<file path="src/rtl/cache_pkg.sv">
// -----------------------------------------------------------------------------
// cache_pkg
// Shared definitions for the ACE request arbiter and its clients:
//   - req_type_e  : coherence request type carried on req_type / ace_type
//   - LS_*        : line-state encodings returned on done_state
//   - arb_state_e : arbiter FSM states
//   - final_line_state() : line state reported to the winning requester
// No ports (package).
// -----------------------------------------------------------------------------
package cache_pkg;

  typedef enum logic [1:0] {
    REQ_READ  = 2'b00,
    REQ_WRITE = 2'b01,
    REQ_INVAL = 2'b10,
    REQ_RSVD  = 2'b11
  } req_type_e;

  localparam logic [2:0] LS_NONE = 3'b000;
  localparam logic [2:0] LS_UC   = 3'b001;
  localparam logic [2:0] LS_SC   = 3'b010;
  localparam logic [2:0] LS_INV  = 3'b100;

  typedef enum logic [1:0] {
    ST_IDLE  = 2'b00,
    ST_ISSUE = 2'b01,
    ST_WAIT  = 2'b10,
    ST_DONE  = 2'b11
  } arb_state_e;

  // Invalidates, reserved requests and timed-out transactions always leave
  // the line Invalid; everything else reports what the interconnect returned.
  function automatic logic [2:0] final_line_state(input req_type_e  req_type,
                                                  input logic       timed_out,
                                                  input logic [2:0] resp);
    if (timed_out || (req_type == REQ_INVAL) || (req_type == REQ_RSVD)) begin
      return LS_INV;
    end else begin
      return resp;
    end
  endfunction

endpackage

</file>
<file path="src/rtl/ace_req_arbiter_if.sv">
// -----------------------------------------------------------------------------
// ace_req_arbiter_if
// Bundles the requester-side and interconnect-side signals of ace_req_arbiter.
//   Requester side : req_valid, req_type, req_addr  -> arbiter
//                    req_ready, done, done_state, done_err <- arbiter
//   ACE side       : ace_valid, ace_type, ace_addr <- arbiter
//                    ace_accept, ace_ready, ace_resp_state -> arbiter
// Modports:
//   master : the arbiter itself
//   slave  : the environment (cache controllers + interconnect)
// -----------------------------------------------------------------------------
interface ace_req_arbiter_if #(
  parameter int NUM_REQ = 4,
  parameter int ADDR_W  = 32
);

  logic [NUM_REQ-1:0]        req_valid;
  logic [2*NUM_REQ-1:0]      req_type;
  logic [ADDR_W*NUM_REQ-1:0] req_addr;
  logic [NUM_REQ-1:0]        req_ready;
  logic [NUM_REQ-1:0]        done;
  logic [2:0]                done_state;
  logic                      done_err;
  logic                      ace_valid;
  logic [1:0]                ace_type;
  logic [ADDR_W-1:0]         ace_addr;
  logic                      ace_accept;
  logic                      ace_ready;
  logic [2:0]                ace_resp_state;

  modport master (
    input  req_valid, req_type, req_addr, ace_accept, ace_ready, ace_resp_state,
    output req_ready, done, done_state, done_err, ace_valid, ace_type, ace_addr
  );

  modport slave (
    output req_valid, req_type, req_addr, ace_accept, ace_ready, ace_resp_state,
    input  req_ready, done, done_state, done_err, ace_valid, ace_type, ace_addr
  );

endinterface

</file>
<file path="src/rtl/ace_req_arbiter_rr.sv">
// -----------------------------------------------------------------------------
// rr_arbiter
// Combinational round-robin pick: the first set req_valid bit searching upward
// from ptr with wrap-around.
// Ports:
//   req_valid [NUM_REQ] in  : request vector
//   ptr       [IDX_W]   in  : highest-priority index this cycle
//   grant     [NUM_REQ] out : one-hot winner (all zero when nothing valid)
//   grant_idx [IDX_W]   out : binary index of the winner
//   any_valid           out : at least one request is valid
// -----------------------------------------------------------------------------
module rr_arbiter #(
  parameter int NUM_REQ = 4,
  parameter int IDX_W   = $clog2(NUM_REQ)
) (
  input  logic [NUM_REQ-1:0] req_valid,
  input  logic [IDX_W-1:0]   ptr,
  output logic [NUM_REQ-1:0] grant,
  output logic [IDX_W-1:0]   grant_idx,
  output logic               any_valid
);

  int cand_s;

  // Walk candidates ptr, ptr+1, ... (mod NUM_REQ); the first valid one wins.
  always_comb begin
    any_valid = 1'b0;
    grant_idx = {IDX_W{1'b0}};
    grant     = {NUM_REQ{1'b0}};
    cand_s    = 0;
    for (int k = 0; k < NUM_REQ; k++) begin
      cand_s = (int'(ptr) + k) % NUM_REQ;
      if (!any_valid && req_valid[IDX_W'(cand_s)]) begin
        any_valid = 1'b1;
        grant_idx = IDX_W'(cand_s);
      end else begin
        any_valid = any_valid;
      end
    end
    grant[grant_idx] = any_valid;
  end

endmodule

</file>
<file path="src/rtl/ace_req_arbiter.sv">
// -----------------------------------------------------------------------------
// ace_req_arbiter
// Shares one ACE request/response channel between NUM_REQ cache controllers.
// A round-robin winner is granted in IDLE, its request is issued on the ACE
// side (ISSUE), the response is awaited (WAIT) and the resulting line state
// is returned with a one-cycle done pulse (DONE). One transaction at a time.
// Ports:
//   clk   : clock, rising edge
//   reset : synchronous, active-high; abandons any transaction silently
//   bus   : ace_req_arbiter_if.master (requester + ACE handshakes)
//   busy  : FSM is not in IDLE
// Optional feature macro: ACE_TIMEOUT_EN -- WAIT watchdog of TIMEOUT_CYC
// cycles; on expiry the transaction completes Invalid with done_err set.
// Without it, WAIT lasts until ace_ready and done_err is constant 0.
// -----------------------------------------------------------------------------
module ace_req_arbiter
  import cache_pkg::*;
#(
  parameter int NUM_REQ     = 4,
  parameter int ADDR_W      = 32,
  parameter int TIMEOUT_CYC = 64
) (
  input  logic              clk,
  input  logic              reset,
  ace_req_arbiter_if.master bus,
  output logic              busy
);

  localparam int IDX_W = $clog2(NUM_REQ);

  // Unsupported configurations leave a visible marker in the hierarchy.
  if ((NUM_REQ < 2) || (NUM_REQ > 8) || (TIMEOUT_CYC < 2)) begin : g_bad_config
    logic unsupported_config;
    assign unsupported_config = 1'b1;
  end

  arb_state_e         state_r;
  arb_state_e         state_n;
  logic [IDX_W-1:0]   ptr_r;
  logic [IDX_W-1:0]   win_r;
  req_type_e          type_r;
  logic [ADDR_W-1:0]  addr_r;
  logic [2:0]         resp_r;
  logic               err_r;

  logic [NUM_REQ-1:0] grant_s;
  logic [IDX_W-1:0]   grant_idx_s;
  logic               any_valid_s;
  logic               grant_fire_s;
  logic [1:0]         sel_type_s;
  logic [ADDR_W-1:0]  sel_addr_s;
  logic               resp_cap_s;

`ifdef ACE_TIMEOUT_EN
  localparam int CNT_W = $clog2(TIMEOUT_CYC) + 1;
  logic [CNT_W-1:0]   cnt_r;
  logic               timeout_s;
`endif

  rr_arbiter #(
    .NUM_REQ (NUM_REQ),
    .IDX_W   (IDX_W)
  ) u_rr (
    .req_valid (bus.req_valid),
    .ptr       (ptr_r),
    .grant     (grant_s),
    .grant_idx (grant_idx_s),
    .any_valid (any_valid_s)
  );

  assign grant_fire_s = (state_r == ST_IDLE) && any_valid_s;

  // Mux out the winner's type/address with the one-hot grant as a mask, so
  // non-granted lanes never reach the capture registers.
  always_comb begin
    sel_type_s = 2'b00;
    sel_addr_s = {ADDR_W{1'b0}};
    for (int i = 0; i < NUM_REQ; i++) begin
      sel_type_s = sel_type_s | (bus.req_type[2*i +: 2] & {2{grant_s[i]}});
      sel_addr_s = sel_addr_s | (bus.req_addr[ADDR_W*i +: ADDR_W] & {ADDR_W{grant_s[i]}});
    end
  end

  // Next-state logic and response-capture strobes.
  always_comb begin
    state_n    = state_r;
    resp_cap_s = 1'b0;
`ifdef ACE_TIMEOUT_EN
    timeout_s  = 1'b0;
`endif
    case (state_r)
      ST_IDLE: begin
        if (any_valid_s) begin
          state_n = (sel_type_s == REQ_RSVD) ? ST_DONE : ST_ISSUE;
        end else begin
          state_n = ST_IDLE;
        end
      end
      ST_ISSUE: begin
        // ace_ready is only meaningful once the request has been accepted.
        if (bus.ace_accept && bus.ace_ready) begin
          resp_cap_s = 1'b1;
          state_n    = ST_DONE;
        end else if (bus.ace_accept) begin
          state_n = ST_WAIT;
        end else begin
          state_n = ST_ISSUE;
        end
      end
      ST_WAIT: begin
        if (bus.ace_ready) begin
          resp_cap_s = 1'b1;
          state_n    = ST_DONE;
`ifdef ACE_TIMEOUT_EN
        end else if (cnt_r == CNT_W'(TIMEOUT_CYC - 1)) begin
          timeout_s = 1'b1;
          state_n   = ST_DONE;
`endif
        end else begin
          state_n = ST_WAIT;
        end
      end
      ST_DONE: begin
        state_n = ST_IDLE;
      end
      default: begin
        state_n = ST_IDLE;
      end
    endcase
  end

  // State register, RR pointer and transaction capture.
  always_ff @(posedge clk) begin
    if (reset) begin
      state_r <= ST_IDLE;
      ptr_r   <= {IDX_W{1'b0}};
      win_r   <= {IDX_W{1'b0}};
      type_r  <= REQ_READ;
      addr_r  <= {ADDR_W{1'b0}};
      resp_r  <= LS_NONE;
      err_r   <= 1'b0;
    end else begin
      state_r <= state_n;
      if (grant_fire_s) begin
        win_r  <= grant_idx_s;
        type_r <= req_type_e'(sel_type_s);
        addr_r <= sel_addr_s;
        resp_r <= LS_INV;
        err_r  <= 1'b0;
      end
      if (resp_cap_s) begin
        resp_r <= bus.ace_resp_state;
      end
`ifdef ACE_TIMEOUT_EN
      if (timeout_s) begin
        err_r <= 1'b1;
      end
`endif
      // The pointer only moves on completion, which bounds the wait of a
      // continuously requesting controller to NUM_REQ-1 transactions.
      if (state_r == ST_DONE) begin
        ptr_r <= (win_r == IDX_W'(NUM_REQ - 1)) ? {IDX_W{1'b0}} : (win_r + IDX_W'(1));
      end
    end
  end

`ifdef ACE_TIMEOUT_EN
  // WAIT watchdog: cleared on entry to WAIT, counts every WAIT cycle.
  always_ff @(posedge clk) begin
    if (reset) begin
      cnt_r <= {CNT_W{1'b0}};
    end else if ((state_r != ST_WAIT) && (state_n == ST_WAIT)) begin
      cnt_r <= {CNT_W{1'b0}};
    end else if (state_r == ST_WAIT) begin
      cnt_r <= cnt_r + CNT_W'(1);
    end else begin
      cnt_r <= cnt_r;
    end
  end
`endif

  // Output decode. req_ready is combinational and masked during reset so the
  // reset cycle never shows a grant.
  always_comb begin
    bus.req_ready = ((state_r == ST_IDLE) && !reset) ? grant_s : {NUM_REQ{1'b0}};
    bus.done      = {NUM_REQ{1'b0}};
    for (int i = 0; i < NUM_REQ; i++) begin
      bus.done[i] = (state_r == ST_DONE) && (win_r == IDX_W'(i));
    end
    bus.done_state = (state_r == ST_DONE) ? final_line_state(type_r, err_r, resp_r) : LS_NONE;
`ifdef ACE_TIMEOUT_EN
    bus.done_err   = (state_r == ST_DONE) && err_r;
`else
    bus.done_err   = 1'b0;
`endif
    bus.ace_valid  = (state_r == ST_ISSUE);
    bus.ace_type   = type_r;
    bus.ace_addr   = addr_r;
    busy           = (state_r != ST_IDLE);
  end

endmodule
</file>
<file path="src/flat_wrapper.sv">
// flat-port wrapper written by rule: the top's interface ports become plain ports
module ace_req_arbiter_flat import cache_pkg::*;
#(
  parameter int NUM_REQ     = 4,
  parameter int ADDR_W      = 32,
  parameter int TIMEOUT_CYC = 64
)
  (clk, reset, busy, bus_req_valid, bus_req_type, bus_req_addr, bus_ace_accept, bus_ace_ready, bus_ace_resp_state, bus_req_ready, bus_done, bus_done_state, bus_done_err, bus_ace_valid, bus_ace_type, bus_ace_addr);
  ace_req_arbiter_if #(.NUM_REQ(NUM_REQ), .ADDR_W(ADDR_W)) bus_i ();
  input  logic clk;
  input  logic reset;
  output logic busy;
  input wire logic [$bits(bus_i.req_valid)-1:0] bus_req_valid;
  input wire logic [$bits(bus_i.req_type)-1:0] bus_req_type;
  input wire logic [$bits(bus_i.req_addr)-1:0] bus_req_addr;
  input wire logic [$bits(bus_i.ace_accept)-1:0] bus_ace_accept;
  input wire logic [$bits(bus_i.ace_ready)-1:0] bus_ace_ready;
  input wire logic [$bits(bus_i.ace_resp_state)-1:0] bus_ace_resp_state;
  output wire logic [$bits(bus_i.req_ready)-1:0] bus_req_ready;
  output wire logic [$bits(bus_i.done)-1:0] bus_done;
  output wire logic [$bits(bus_i.done_state)-1:0] bus_done_state;
  output wire logic [$bits(bus_i.done_err)-1:0] bus_done_err;
  output wire logic [$bits(bus_i.ace_valid)-1:0] bus_ace_valid;
  output wire logic [$bits(bus_i.ace_type)-1:0] bus_ace_type;
  output wire logic [$bits(bus_i.ace_addr)-1:0] bus_ace_addr;
  assign bus_i.req_valid = bus_req_valid;
  assign bus_i.req_type = bus_req_type;
  assign bus_i.req_addr = bus_req_addr;
  assign bus_i.ace_accept = bus_ace_accept;
  assign bus_i.ace_ready = bus_ace_ready;
  assign bus_i.ace_resp_state = bus_ace_resp_state;
  assign bus_req_ready = bus_i.req_ready;
  assign bus_done = bus_i.done;
  assign bus_done_state = bus_i.done_state;
  assign bus_done_err = bus_i.done_err;
  assign bus_ace_valid = bus_i.ace_valid;
  assign bus_ace_type = bus_i.ace_type;
  assign bus_ace_addr = bus_i.ace_addr;
  ace_req_arbiter #(.NUM_REQ(NUM_REQ), .ADDR_W(ADDR_W), .TIMEOUT_CYC(TIMEOUT_CYC)) u_core (.clk(clk), .reset(reset), .bus(bus_i), .busy(busy));
endmodule
</file>
<file path="config.mk">
export PLATFORM = sky130hd
export DESIGN_NAME = ace_req_arbiter_flat
export DESIGN_NICKNAME = d
export VERILOG_FILES = /design/src/rtl/cache_pkg.sv /design/src/rtl/ace_req_arbiter_if.sv /design/src/rtl/ace_req_arbiter_rr.sv /design/src/rtl/ace_req_arbiter.sv /design/src/flat_wrapper.sv
export SDC_FILE = /design/constraint.sdc
export NUM_CORES = 1
export LEC_CHECK = 0
export ABC_AREA = 1
export ABC_CLOCK_PERIOD_IN_PS = 1800
export BUFFER_PORTS_ARGS = -buffer_cell sky130_fd_sc_hd__buf_2
export CORE_ASPECT_RATIO = 0.5
export CORE_UTILIZATION = 40
export CTS_BUF_LIST = sky130_fd_sc_hd__clkbuf_4 sky130_fd_sc_hd__clkbuf_8
export DETAILED_ROUTE_END_ITERATION = 10
export GPL_ROUTABILITY_DRIVEN = 0
export GPL_TIMING_DRIVEN = 0
export PLACE_DENSITY_LB_ADDON = 0.2
export SETUP_SLACK_MARGIN = 0.15
export SLEW_MARGIN = 0
export SYNTH_ARGS = -nofsm -noshare
export SYNTH_HDL_FRONTEND = slang
export SYNTH_SLANG_ARGS = --single-unit
</file>
<file path="constraint.sdc">
create_clock -name clk -period 1.8 [get_ports clk]
set_clock_uncertainty 0.15 [all_clocks]
set_input_delay 0.18 -clock clk [delete_from_list [all_inputs] [get_ports clk]]
set_output_delay 0.18 -clock clk [all_outputs]
set_load 0.01 [all_outputs]
</file>
==> flow_summary_export.csv, run 1 <==
group,metric,value,unit
status,status,"finished, violations left",
status,violations,"setup timing",
sta,setup_ws,-0.532,ns
route,vias,4011,
synth,ys_ff_latch,43,
clock_network,cts_buffers,5,
layout,finalNonFillerCells,803,
clock_network,clk_latency,0.29,ns
sta,tns,-19.56,ns
route,wire_per_inst,14.3,um
critical_path,r2r-end,"u_core.bus.ace_addr[8]",
synth,synth-async-reset-ratio,0,%
global_route,grt_max_degree,13,
global_route,antenna_found_initial,0,
floorplan,die_area,8180,um^2
global_route,grtUsageTotal,26.4,%
synth,synth_fp_nets,624,
critical_path,worst-path-buf-inv,2,
critical_path,cp.required,1.84,ns
route,wl,11500,um
floorplan,core_region_area,7430,um^2
floorplan,die_h,64.5,um
critical_path,r2r-start,"u_core.ptr_r[0]",
clock_network,cts.clk_slew.worst_paths,0.08,ns
clock_network,cts_tree,"done",
clock_network,cts_sinks,43,
clock_network,htreeDepth,2,
pwr,power.total,6580,uW
critical_path,cp_max_fo,6,
global_route,grt_pass1_wl,17100,um
worst_hold_path,hold_path_end,"u_core.bus.ace_addr[21]",
synth,seq_area_frac_synth,27.6,%
sta,finalSetupViolCount,44,
critical_path,path_delay_family,"simple AND/OR/NAND/NOR gates",
route,postRouteAntennaNets,0,
floorplan,io_pins,195,
global_route,grt_pass1_vias,3576,
clock_network,clockBufferDepth,2,
synth,yosys_most_used_dff,"dfxtp_1",
critical_path,crit_chain,"buf_8 -> nand2_1 -> nand2_1 -> nand2_2 -> nand2_4 -> nand2_2 -> nand2_2 -> nand2_4 -> nand2_2 -> nor2_4 -> nor2_4 -> buf_6 -> nand2_1 -> nand4_1 -> nor2_2 -> nor2_1",
global_route,gr-total-overflow,0,
sta,fmax,0.429,GHz
synth,yosysMostFrequentCell,"nand2_1",
synth,yosys_warnings,0,
placed_design,pre_cts_slack,-0.446,ns
sta,fin_crit,2.33,ns
critical_path,cp-start-kind,"flop",
synth,synth_commonest_cells,"160 x nand2_1, 52 x nor2_1, 43 x dfxtp_1",
floorplan,floorplan.rows,22,
critical_path,worstSetupEndpointType,"flop",
sta,worst_pin_slew,0.574,ns
sta,drv_slew,0,
pwr,irDropWorstVdd,546,uV
route,first_pass_iters,5,
synth,postSynthCellCount,468,
route,drt-vias-per-instance,5.00,
synth,ys_types,36,
sta,fin_crit_sh,130,%
floorplan,die_x,127,um
route,drcViolationCount,0,
route,drt_iter0_markers,235,
synth,synth_top_area_share,27.6,%
synth,synthesis.area,3120,um^2
sta,whs,0.00823,ns
critical_path,reg2reg_depth,16,
worst_hold_path,hold_path_class,"input pin to flop",
pwr,power_density,1290,nW/um^2
synth,syn_area_per_cell,6.67,um^2
sta,slew_headroom,61.7,%
critical_path,critPathMaxStageDelay,0.39,ns
synth,synth_top_area_cell,"dfxtp_1",
floorplan,initial_core_util,42.0,%
critical_path,crit_top_cell,"nand2_2",
placed_design,dp.final_hpwl,7740,um
layout,fin_nets,863,
layout,area_growth_syn_to_layout,63.5,%
sta,finalHoldViolCount,0,
critical_path,crit_type,"flop to flop",
critical_path,crit_arrival,2.37,ns
critical_path,reg2reg_slack,-0.53,ns
worst_hold_path,hold_start,"bus_req_addr[21]",
synth,yosys-top-cells-area,"dfxtp_1 28%, nand2_1 19%, o21ai_0 6.3%",
placed_design,port-buffer-count,193,
job,cap_violations,0,
worst_hold_path,holdPathStages,3,
placed_design,placed_cells,757,
layout,antenna_cells,0,
pwr,power_leakage,0.00259,uW
layout,final_layout_size_suffix_gt1_share,51.8,%
synth,synth_edf_count,0,
critical_path,critPathSlowestCell,"dfxtp_4",
sta,rsz0062_at_grt,"true",
clock_network,cts_root_buffer,"clkbuf_8",
==> per-layer routing <==
| metal | GRT usage, % | vias up | wire [um] |
|---|---|---|---|
| met3 | 3.96 | 19 | 628 |
| met1 | 34.9 | 1859 | 5200 |
| met5 | 0 | - | 0 |
| li1 | - | 2006 | - |
| met2 | 45.7 | 127 | 5470 |
| met4 | 5.80 | 0 | 155 |
==> area by class of cell <==
type                       count  area (um^2)
inverter                      32          145
fill                         651         2330
multi-input combinational    367         2230
clock inverter                 1         30.0
sequential                    43          871
tap                           96          120
timing repair buffer         232         1360
clock buffer                   6         76.3
buffer                        26          273
==> per-stage QoR <==
step / cell area, um^2 / utilization (%)
after detailed placement: 4250 / 57.1
after floorplan: 3160 / -
after global routing: 5100 / 68.7
after CTS: 4820 / 64.8
final: 5100 / 68.7
after global placement: 4250 / 57.1
==> sequential cells by signal, indices dropped and copies added, names as in the netlist <==
signal and flops:
u_core.win_r 2, u_core.bus.ace_type 2, u_core.bus.ace_addr 32, u_core.ptr_r 2, u_core.state_r 2, u_core.resp_r 3
==> power breakdown <==
group	internal [uW]	switching, uW
sequential	1330	216
clock	422	332
combinational	1900	2380
total	3650	2930
==> worst reg2reg max path: cells and delay by family, from the launching register on <==
family                 cells  cell delay, ns
buffers and inverters      2            0.30
DFF                        1            0.39
and+or+nand+nor           14            1.38
==> kinds of logic after synthesis <==
group	synth area share, %
flops	27.6
other cells	0.120
compound gates	17.0
buf+inv	10.9
fa+ha+maj	3.61
simple gates	40.8
==> timing repair <==
action / in CTS / in global routing
pin swaps: 38 / 29
hold buffers: 3 / 0
setup buffers: 20 / 9
endpoints found under the setup margin: 51 / 47
gates cloned: 5 / 2
gates resized for setup: 64 / 52
hold endpoints to repair: 4 / 0
==> placed cells by master (no fill, tap or decap), drive strengths merged, types with 9 or more instances in the layout <==
| cell | n |
|---|---|
| buf | 246 |
| nand2 | 178 |
| nor2 | 59 |
| dfxtp | 43 |
| o21ai | 41 |
| inv | 32 |
| nand4 | 23 |
| a21oi | 19 |
| nand3 | 17 |
| clkbuf | 14 |
| a41oi | 10 |
| ha | 9 |
==> worst max path at each step <==
stage | endpoint | slack, ns | startpoint | cells after the start
global placement | u_core.bus.ace_addr[8] | -0.44 | u_core.ptr_r[0] | 16
detailed placement | u_core.bus.ace_addr[8] | -0.45 | u_core.ptr_r[0] | 16
CTS | u_core.bus.ace_addr[8] | -0.39 | u_core.ptr_r[0] | 15
global route | u_core.bus.ace_addr[10] | -0.58 | u_core.ptr_r[0] | 15
floorplan | u_core.bus.ace_addr[12] | -0.11 | u_core.ptr_r[0] | 14
finish | u_core.bus.ace_addr[8] | -0.53 | u_core.ptr_r[0] | 16
Note: power is estimated with default switching activity, not from simulation.
==> run 2: changes to the inputs <==
- GPL_TIMING_DRIVEN: 0 -> 1
==> run 2 against run 1 <==
  * The flow still finishes with violations (setup timing)
  * Setup slack improved by 0.022 ns
  * First-iteration DRC count decreased by 29%
  * Combinational power decreased by 7.2%
  * Non-clock buffer count decreased by 16
  * Critical path depth decreased by 5
  * Core utilization decreased by 2.3 points
  * Sequential share of layout area increased by 0.55 points
  * Global-route usage decreased by 1.3 points
  * Design area decreased by 3.4%
  * Sequential power about the same
==> flow_summary_export.csv, run 2 (synthesized netlist as in run 1, its figures left out) <==
group,metric,value,unit
status,violations,"setup timing",
route,vias,3919,
route,wire_per_inst,13.7,um
sta,rsz0062_at_grt,"true",
layout,fillerInstances,659,
layout,largest_reg_flops,32,
pwr,pwr-share-seq,24.6,%
floorplan,io_pins,195,
sta,drv_slew,0,
critical_path,crit_type,"flop to output pin",
pwr,switching_share,44.2,%
floorplan,die_h,64.5,um
route,drcViolationCount,0,
layout,final_layout_size_suffix_gt1_share,48.0,%
pwr,p_clk_share,12.2,%
critical_path,cp.depth,11,
clock_network,clockBufferDepth,2,
sta,tns,-16.31,ns
critical_path,cp_max_fo,8,
clock_network,cts_root_buffer,"clkbuf_8",
global_route,grt_pass1_wl,16800,um
critical_path,worstSetupEndpointType,"output pin",
pwr,p_int,3510,uW
clock_network,clk_latency,0.30,ns
critical_path,cp.required,1.47,ns
critical_path,reg2reg_depth,15,
layout,antenna_cells,0,
layout,fin_nets,847,
pwr,power.total,6280,uW
floorplan,die_x,127,um
layout,finalInstanceArea,4930,um^2
sta,fin_crit,2.31,ns
clock_network,cts_buffers,5,
critical_path,critPathSlowestCell,"dfxtp_4",
global_route,gr-total-overflow,0,
global_route,grtUsageTotal,25.1,%
pwr,netSwitchingPower,2770,uW
floorplan,die_area,8180,um^2
clock_network,cts.clk_slew.worst_paths,0.09,ns
sta,setup_ws,-0.510,ns
sta,whs,0.0160,ns
sta,fin_crit_sh,128,%
critical_path,path_delay_family,"simple AND/OR/NAND/NOR gates",
critical_path,critPathMaxStageDelay,0.42,ns
route,drt-vias-per-instance,4.98,
global_route,grt_pass1_vias,3659,
critical_path,crit_arrival,1.98,ns
status,status,"finished, violations left",
worst_hold_path,hold_path_class,"input pin to flop",
sta,finalHoldViolCount,0,
route,first_pass_iters,4,
route,wl,10700,um
clock_network,htreeDepth,2,
placed_design,port-buffer-count,193,
layout,final_cell_mix,"193 x buf_2, 138 x nand2_1, 50 x nor2_1",
route,drt_iter0_markers,166,
placed_design,placed_area,4390,um^2
clock_network,cts_tree,"done",
layout,post-route-util,66.4,%
layout,area_growth_syn_to_layout,58.0,%
placed_design,dp.final_hpwl,7750,um
critical_path,crit_top_cell,"nand2_2",
worst_hold_path,holdPathStages,3,
sta,finalSetupViolCount,44,
critical_path,cp-start-kind,"flop",
floorplan,core_region_area,7430,um^2
clock_network,cts_sinks,43,
floorplan,floorplan.rows,22,
pwr,power_density,1270,nW/um^2
critical_path,crit_chain,"buf_6 -> nand2_2 -> nand2_2 -> nand2_2 -> nand2_4 -> nand4_1 -> nand2_2 -> nor2_4 -> buf_4 -> nor3_4 -> buf_2",
sta,fmax,0.433,GHz
job,cap_violations,0,
global_route,antenna_found_initial,0,
pwr,comb_power_share,63.3,%
layout,final_common_cell,"buf_2",
global_route,grt_max_degree,23,
critical_path,worst-path-buf-inv,3,
route,postRouteAntennaNets,0,
floorplan,initial_core_util,42.0,%
pwr,irDropWorstVdd,602,uV
pwr,power_leakage,0.00248,uW
## run 2: cell types whose count changed in the layout (fill, tap and decap cells not counted), sizes merged
cell / change
dlygate4sd3: +2
buf: -9
clkdlybuf4s50: -1
clkbuf: -8
## run 2: area by class of cell
type,count,area (um^2),share of cell area (%)
multi-input combinational,367,2160,43.8
timing repair buffer,242,1540,31.2
sequential,43,868,17.6
clock inverter,1,30.0,0.609
inverter,32,138,2.79
tap,96,120,2.44
clock buffer,6,76.3,1.55
## run 2: final timing paths
path,to,from,slack (ns)
worst max-delay path,bus_req_ready[3],u_core.ptr_r[0],-0.51
worst min-delay path,u_core.bus.ace_addr[29],bus_req_addr[61],0.02
worst max register to register,u_core.bus.ace_addr[30],u_core.ptr_r[0],-0.43
worst min register to register,u_core.resp_r[1],u_core.resp_r[1],0.32
## run 2: power groups by stage
stage          logic, uW  clock network [uW]  registers (uW)
2_1_floorplan       2080                   0            1680
3_3_place_gp        3490                   0            1530
3_5_place_dp        3530                   0            1530
4_1_cts             3720                 773            1530
5_1_grt             4340                 812            1590
6_report            3970                 765            1540
## run 2: stage by stage
step | setup WS [ns] | std cells
3_3_place_gp | -0.305 | 764
5_1_grt | -0.556 | 787
2_1_floorplan | -0.109 | 468
3_5_place_dp | -0.344 | 764
4_1_cts | -0.403 | 780
6_report | -0.510 | 787
## run 2: repair_timing
item	CTS	global route
gates cloned	0	0
buffers inserted	4	7
endpoints found under the setup margin	51	45
hold buffers	5	0
gates resized for setup	26	47
pin swaps	7	15
endpoints found under the hold margin	6	0
## run 2: worst register-to-register path: stages, from the launching register on
cell and delay, ns:
dfxtp_4 0.42, buf_6 0.15, nand2_2 0.05, nand2_2 0.08, nand2_2 0.07, nand2_4 0.10, nand4_1 0.16, nand2_2 0.16
nor2_4 0.07, buf_6 0.13, nor2_4 0.18, buf_12 0.17, nand2_1 0.06, nand4_1 0.09, nor2_1 0.04, nor2_1 0.10
## run 2: layer usage
| layer | vias to the layer above | GRT usage [%] | part of all wire [%] |
|---|---|---|---|
| met5 | - | 0 | 0 |
| met4 | 0 | 4.76 | 1.0 |
| met3 | 15 | 5.28 | 6.2 |
| met2 | 131 | 44.5 | 48 |
| met1 | 1800 | 31.7 | 45 |
| li1 | 1973 | - | - |
==> run 3: changes to the inputs <==
- ABC_AREA: 1 -> not set
- CORE_UTILIZATION: 40 -> 39
==> run 3 against run 2 <==
  * The run still ends with setup timing left
  * Routed wire length rose by 10%
  * Critical path type is now flop to flop
  * Sequential power fell by 23%
  * Final cell count fell by 21%
  * Area after synthesis fell by 7.3%
  * Design area rose by 8.2%
  * Largest power group unchanged
  * Non-clock buffer count grew 11
  * First-iteration DRC count grew 14%
  * Clock power grew 2.9%
  * Flip-flop and latch count unchanged
  * Critical path depth decreased by 3
==> flow_summary_export.csv, run 3 <==
group,metric,value,unit
route,wire_per_inst,19.0,um
global_route,grt_max_degree,26,
layout,final_common_cell,"buf_2",
synth,synth_top_area_cell,"dfxtp_1",
floorplan,die_area,7790,um^2
floorplan,die_x,124,um
clock_network,cts_sinks,43,
critical_path,crit_top_cell,"buf_6",
synth,syn_area_per_cell,9.52,um^2
route,drt_iter0_markers,190,
clock_network,clk_latency,0.30,ns
sta,rsz0062_at_grt,"true",
synth,synth_fp_nets,460,
synth,yosys-top-cells-area,"dfxtp_1 30%, a221oi_2 9.9%, a22oi_1 8.8%",
critical_path,critPathSlowestCell,"dfxtp_2",
clock_network,htreeDepth,2,
critical_path,crit_chain,"buf_6 -> a2bb2oi_4 -> o32ai_4 -> buf_6 -> buf_6 -> a22o_4 -> a211oi_4 -> o41ai_2",
layout,fin_nets,687,
status,violations,"setup timing",
pwr,power_leakage,0.00236,uW
sta,fin_crit_sh,104,%
critical_path,cp_max_fo,5,
layout,fillerInstances,480,
placed_design,dp.final_hpwl,6870,um
synth,synth_top_area_share,29.7,%
floorplan,die_h,62.9,um
synth,yosys_most_used_dff,"dfxtp_1",
clock_network,cts_buffers,5,
synth,yosys_warnings,0,
critical_path,critPathMaxStageDelay,0.36,ns
critical_path,crit_arrival,1.93,ns
clock_network,clockBufferDepth,2,
pwr,irDropWorstVdd,356,uV
floorplan,floorplan.rows,21,
clock_network,cts_root_buffer,"clkbuf_8",
global_route,antenna_found_initial,0,
synth,synth-async-reset-ratio,0,%
synth,ys_ff_latch,43,
sta,fmax,0.533,GHz
floorplan,io_pins,195,
layout,multi_input_area,2400,um^2
route,drcViolationCount,0,
route,postRouteAntennaNets,0,
floorplan,initial_core_util,41.7,%
critical_path,crit_type,"flop to flop",
placed_design,port-buffer-count,193,
synth,synthesis.area,2890,um^2
route,vias,3492,
sta,fin_crit,1.88,ns
worst_hold_path,hold_path_class,"input pin to flop",
layout,final_cell_mix,"191 x buf_2, 45 x nor2_1, 38 x dfxtp_1",
clock_network,cts_tree,"done",
route,wl,11800,um
route,first_pass_iters,4,
synth,postSynthCellCount,304,
synth,seq_area_frac_synth,29.7,%
layout,final_layout_size_suffix_gt1_share,70.8,%
synth,ys_types,42,
global_route,grt_pass1_vias,3262,
synth,synth_commonest_cells,"48 x nor2_1, 43 x dfxtp_1, 34 x a22oi_1",
layout,seqCellArea,870,um^2
route,drt-vias-per-instance,5.61,
critical_path,cp.required,1.85,ns
clock_network,cts.clk_slew.worst_paths,0.08,ns
synth,yosysMostFrequentCell,"nor2_1",
critical_path,worstSetupEndpointType,"flop",
pwr,power_density,722,nW/um^2
sta,drv_slew,0,
global_route,grt_pass1_wl,16100,um
floorplan,core_region_area,6940,um^2
layout,post-route-util,77.0,%
global_route,gr-total-overflow,0,
global_route,grtUsageTotal,26.7,%
sta,finalHoldViolCount,0,
layout,largest_reg_flops,32,
job,cap_violations,0,
sta,setup_ws,-0.0753,ns
layout,antenna_cells,0,
critical_path,cp-start-kind,"flop",
layout,area_growth_syn_to_layout,84.5,%
sta,finalSetupViolCount,11,
status,status,"finished, violations left",
synth,synth_edf_count,0,
placed_design,pre_cts_slack,-0.302,ns
[run 3: cell count changes after synthesis, sizes merged, moves of 8 or more]
cell    previous run  this run
nand2            178         4
a22oi              0        34
a211oi             0        37
a221oi             0        33
a21oi             19         9
buf               17        25
nand3             17         0
nor2              59        48
inv               32         8
a41oi             10         0
nand4             23         0
o21ai             41         3
nand2b             0         8
[run 3: repair_timing]
action	in CTS	in global routing
setup endpoints to repair	46	49
resized for setup	62	68
hold endpoints to repair	3	0
gates cloned	5	4
hold buffers	3	0
pin swaps	40	40
buffers inserted	10	13
[run 3: worst paths after layout]
kind                             to  slack, ns             start  depth (start not counted)
setup / recovery  u_core.state_r[1]      -0.08   u_core.ptr_r[1]                          8
hold / removal    u_core.state_r[0]       0.02     bus_ace_ready                          3
setup reg to reg  u_core.state_r[1]      -0.08   u_core.ptr_r[1]                          8
hold reg to reg    u_core.resp_r[1]       0.36  u_core.resp_r[1]                          2
[run 3: per-stage QoR]
stage / std cells / instance area [um^2] / total power, uW / hold WS, ns / TNS, ns
final: 623 / 5340 / 3850 / 0.0207 / -0.430
after global routing: 623 / 5340 / 4070 / 0.0587 / -1.11
after CTS: 606 / 4660 / 3520 / 0.0239 / -0.185
after detailed placement: 581 / 4050 / 2540 / 0.301 / -7.26
after global placement: 581 / 4050 / 2520 / 0.284 / -5.91
after floorplan: 304 / 2900 / 2010 / 0.191 / 0
[run 3: final cells by class]
| cell class | instances | area share, % |
|---|---|---|
| Inverter | 8 | 0.562 |
| Clock inverter | 1 | 0.562 |
| Clock buffer | 6 | 1.43 |
| Tap cell | 92 | 2.16 |
| Timing Repair Buffer | 253 | 34.1 |
| Sequential cell | 43 | 16.3 |
| Multi-Input combinational cell | 220 | 44.9 |
[run 3: worst max-delay path: cells and delay by family (launching register included)]
family / cells / cell delay [ns]
compound gates: 5 / 0.85
buf+inv: 3 / 0.42
flops: 1 / 0.36
[run 3: cell families after synthesis]
kind of cell | Yosys count | share of synthesized area [%]
compound gates | 128 | 43.3
other cells | 1 | 0.130
mux | 2 | 0.692
fa+ha+maj | 9 | 3.89
flops | 43 | 29.7
buf+inv | 42 | 8.99
simple gates | 79 | 13.3
[run 3: routing by layer]
layer,GRT usage (%),routed length (um)
met5,0,0
met4,6.02,305
met3,5.11,863
met2,46.3,5730
met1,33.9,4940
[run 3: power by group]
group | switching (uW) | internal [uW]
clock network | 364 | 423
logic | 944 | 938
registers | 84.4 | 1100
